==> config.mk <==
export PLATFORM = sky130hd
export DESIGN_NAME = stream_fifo
export DESIGN_NICKNAME = d
export VERILOG_FILES = /design/src/rtl/stream_fifo.sv
export SDC_FILE = /design/constraint.sdc
export NUM_CORES = 2
export LEC_CHECK = 0
export ABC_CLOCK_PERIOD_IN_PS = 14700
export BUFFER_PORTS_ARGS = -buffer_cell sky130_fd_sc_hd__buf_2
export CORE_UTILIZATION = 36
export DETAILED_ROUTE_END_ITERATION = 16
export GPL_TIMING_DRIVEN = 0
export MAX_ROUTING_LAYER = met4
export SLEW_MARGIN = 5
export SYNTH_ARGS = -nofsm -noshare
export SYNTH_HDL_FRONTEND = slang
export SYNTH_SLANG_ARGS = --single-unit
==> constraint.sdc <==
create_clock -name clk -period 14.7 [get_ports clk]
set_input_delay 2.94 -clock clk [delete_from_list [all_inputs] [get_ports clk]]
set_output_delay 2.94 -clock clk [all_outputs]
set_load 0.02 [all_outputs]
==> src/rtl/stream_fifo.sv <==
// Synchronous valid/ready stream FIFO with occupancy count,
// almost-full/almost-empty flags, flush and high-water mark.
module stream_fifo #(
  parameter int WIDTH     = 248,
  parameter int DEPTH     = 16,
  parameter int AF_THRESH = DEPTH - 2,
  parameter int AE_THRESH = 1
) (
  input  logic                       clk,
  input  logic                       rst,
  input  logic                       flush,
  input  logic                       s_valid,
  output logic                       s_ready,
  input  logic [WIDTH-1:0]           s_data,
  output logic                       m_valid,
  input  logic                       m_ready,
  output logic [WIDTH-1:0]           m_data,
  output logic [$clog2(DEPTH):0]     count,
  output logic                       almost_full,
  output logic                       almost_empty,
  output logic [$clog2(DEPTH):0]     hwm
);

  localparam int AW = $clog2(DEPTH);
  localparam int CW = AW + 1;

  if (DEPTH < 2 || (DEPTH & (DEPTH - 1)) != 0) begin : g_bad_depth
    $error("stream_fifo: DEPTH must be a power of 2 and >= 2");
  end
  if (AF_THRESH < 1 || AF_THRESH > DEPTH) begin : g_bad_af
    $error("stream_fifo: AF_THRESH out of range 1..DEPTH");
  end
  if (AE_THRESH < 0 || AE_THRESH > DEPTH - 1) begin : g_bad_ae
    $error("stream_fifo: AE_THRESH out of range 0..DEPTH-1");
  end

  logic [WIDTH-1:0] mem [DEPTH];
  logic [CW-1:0]    wptr;
  logic [CW-1:0]    rptr;
  logic [CW-1:0]    cnt;
  logic [CW-1:0]    hwm_q;
  logic [CW-1:0]    cnt_nxt;
  logic [CW-1:0]    hwm_nxt;
  logic             wr_fire;
  logic             rd_fire;

  // Handshake outputs come only from the registered count.
  assign s_ready      = (cnt != CW'(DEPTH));
  assign m_valid      = (cnt != '0);
  assign wr_fire      = s_valid && s_ready;
  assign rd_fire      = m_valid && m_ready;
  assign m_data       = mem[rptr[AW-1:0]];
  assign count        = cnt;
  assign hwm          = hwm_q;
  assign almost_full  = (cnt >= CW'(AF_THRESH));
  assign almost_empty = (cnt <= CW'(AE_THRESH));

  always_comb begin
    cnt_nxt = cnt;
    unique case ({wr_fire, rd_fire})
      2'b10:   cnt_nxt = cnt + CW'(1);
      2'b01:   cnt_nxt = cnt - CW'(1);
      default: cnt_nxt = cnt;
    endcase
    hwm_nxt = (cnt_nxt > hwm_q) ? cnt_nxt : hwm_q;
  end

  always_ff @(posedge clk) begin
    if (rst) begin
      wptr  <= '0;
      rptr  <= '0;
      cnt   <= '0;
      hwm_q <= '0;
    end else if (flush) begin
      wptr  <= '0;
      rptr  <= '0;
      cnt   <= '0;
      hwm_q <= '0;
    end else begin
      if (wr_fire) wptr <= wptr + CW'(1);
      if (rd_fire) rptr <= rptr + CW'(1);
      cnt   <= cnt_nxt;
      hwm_q <= hwm_nxt;
    end
  end

  // Storage has no reset; a flushed or reset cycle never writes.
  always_ff @(posedge clk) begin
    if (wr_fire && !flush && !rst)
      mem[wptr[AW-1:0]] <= s_data;
  end

endmodule

==> metrics.yaml <==
clock_network:
  clk_pin_slew_ps: 60
  clock_latency_ps: 980
  clock-sinks: 3990
  post_cts_resized: 0
  cts_setup_buffers: 0
  post_cts_hold_buffer_count: 0
  cts_made_buffers: 407
  cts_tree: "built"
  cts-htree-levels: 5
  clk_path_buf_depth: 4
  ctsRootBufferMaster: "clkbuf_16"
worst_hold_path:
  min_path_cells: 2
  type_of_the_worst_min_delay_path: "reg2reg"
sta:
  drv_slew: 0
  fin_crit_sh_pct: 52.5
  timing.final.crit_period_ps: 7720
  rsz0062_at_grt: "false"
  least_margin_pin_slew_ps: 1120
  fin_worst_skew_ps: 63.8
  max-slew-margin-rel_pct: 25.5
  setup_viol_count_final: 0
  tns_ps: 0
  max_clock_freq_mhz: 130
  timing_hold_violations_final: 0
  hold-worst-slack_ps: 492
power_and_ir_drop:
  total_power_mw: 23.0
  power.density_cell_area_mw_per_mm2: 130
  vdd_ir_drop_max_v: 0.000104
  power.leakage_nw: 54.5
synth:
  mappedNetlistArea_mm2: 0.149
  yosys.area.top_type: "edfxtp_1"
  synthTopCellsByCount: "3,968 x edfxtp_1, 992 x mux4_2, 312 x a22oi_1"
  synth_top_cells_by_area: "edfxtp_1 80%, mux4_2 15%, a22oi_1 1.6%, o22ai_1 0.77%, nand2_1 0.43%"
  syn_nets: 6481
  synthesis.instances: 6211
  async_reset_ff_share_pct: 0
  synth-seq-area-share_pct: 80.3
  synth_edf_count: 3968
  ys_dominant_reg_cell: "edfxtp_1"
  yosys.cell_count.top_type: "edfxtp_1"
  synth-warning-count: 0
  number_of_synthesized_register_bits: 3990
  synth_top_cell_area_share_pct: 80.0
  post_synth.cell_area_avg_um2: 24.0
  ys_types: 43
critical_path:
  worst_setup_path_end_kind: "primary output"
  arrival_ps: 4780
  worstSetupPathDepth: 7
  crit_path_cells: "buf_2 -> nor2b_1 -> clkbuf_1 -> clkbuf_1 -> a22oi_1 -> nand2_1 -> buf_2"
  timing.setup.critical_path_class: "reg2out"
  critical_path.top_delay_family: "buffers and inverters"
  cp_slowest_cell: "clkbuf_1"
  critical_path.n_buffers_inverters: 4
  critical-path-max-stage-delay_ps: 820
  worst_path_required_ps: 11760
  rr_worst_depth: 12
  timing.critical_path.from_type: "flip-flop"
  critPathMaxFanout: 10
grt:
  global_route.overflow_total: 0
  gr-usage-all-layers_pct: 19.9
  grt_pass1_vias: 73890
  grt_pass1_wl_mm: 570
  maximum_number_of_pins_on_one_net_before_global_route_repair: 23
  grt_antenna_before_repair: 142
routing:
  wl_per_cell_um: 30.8
  antenna_violating_nets_post_route: 0
  routed-via-count: 71926
  post-route-drc-count: 0
  vias_per_cell: 5.43
  detail_route.wirelength_mm: 408
  drt-initial-drc-count: 7360
  drt-pass1-iter-count: 5
placed_design:
  dp.cells: 12415
  routabilityCongestion: 0.729
  portBuffers: 514
  detailed_place_hpwl_mm: 269
floorplanning:
  floorplan.initialDensity_pct: 36.3
  num_rows: 235
  die-area_mm2: 0.416
  dieWidth_um: 645
  die-height_um: 645
  coreArea_mm2: 0.411
  io_pins: 515
finish:
  final_cells: 13257
  finalCoreUtilization_pct: 43.0
  layout.filler_cells: 34674
  share_of_layout_cells_above_drive_strength_1_pct: 32.3
  num-nets-final: 7643
  area_growth_syn_to_layout_pct: 18.6
outcome:
  outcome: "finished clean"
run:
  max_cap_viol_count: 0
==> placed cells by master (no fill, tap or decap), drive strengths merged, types with 22 or more instances in the layout <==
| master | instances |
|---|---|
| diode | 104 |
| edfxtp | 3968 |
| clkinv | 198 |
| a22oi | 312 |
| bufinv | 30 |
| nand2 | 171 |
| nor2 | 132 |
| clkbuf | 612 |
| buf | 955 |
| o22ai | 184 |
| dfxtp | 22 |
| mux4 | 992 |
| inv | 32 |
==> worst paths after layout <==
| kind | startpoint | to | slack [ps] |
|---|---|---|---|
| min reg2reg | hwm[2] | hwm[2] | 490 |
| min | hwm[2] | hwm[2] | 490 |
| max | flip-flop | m_data[91] | 6980 |
| max reg2reg | count[0] | mem[0][208] | 10260 |
==> where the power goes <==
| group | internal (mW) | switching (mW) | leakage, nW |
|---|---|---|---|
| clock | 5.64 | 4.35 | 6.27 |
| combinational | 0.141 | 0.316 | 12.3 |
| sequential | 12.5 | 0.00781 | 35.9 |
| total | 18.3 | 4.67 | 54.5 |
==> worst register-to-register path, stage by stage, from the launching register on <==
cell,delay (ps)
dfxtp_1,510
inv_1,150
ha_1,280
a31oi_2,490
nand2_1,400
nor2_4,710
buf_12,270
buf_16,190
buf_16,190
buf_12,230
buf_12,250
buf_12,240
buf_16,200
==> cells by family (layout without fill, tap and decap cells) <==
group,after synthesis,after routing,share of synthesized area (%)
other,0,104,0
AO/OA/AOI/OAI,518,518,2.45
flip-flops,3990,3990,80.3
adder cells (fa/ha/maj),17,17,0.143
multiplexers,997,997,15.0
AND/OR/NAND/NOR,336,336,0.893
buffers and inverters,347,1838,1.18
XOR/XNOR,6,6,0.0353
==> per-layer routing <==
metal  track usage, %  routed length, um
met1             24.4             156000
met2             33.8             210000
met3             3.69              30400
met4             5.38              11400
met5                -                  0
==> state kept, by name (all words and copies together) (netlist names), named ones only <==
name / count
hwm: 5
count: 5
wptr: 4
mem: 3968
rptr: 4
==> cell type report <==
class / instances / area [um2] / area share (%)
Antenna cell: 104 / 260 / 0.147
Buffer: 334 / 1720 / 0.974
Clock buffer: 480 / 10500 / 5.93
Clock inverter: 258 / 2350 / 1.33
Inverter: 13 / 48.8 / 0.0276
Multi-Input combinational cell: 1874 / 27800 / 15.7
Sequential cell: 3990 / 120000 / 67.7
Tap cell: 5451 / 6820 / 3.86
Timing Repair Buffer: 753 / 7720 / 4.37
==> through the flow <==
step           cell area, um2  worst slack, ps
2_1_floorplan          149000             -183
3_3_place_gp           158000           -15910
3_5_place_dp           164000             7910
4_1_cts                177000             6800
5_1_grt                177000             6820
6_report               177000             6980
(Power assumes the default switching activity.)
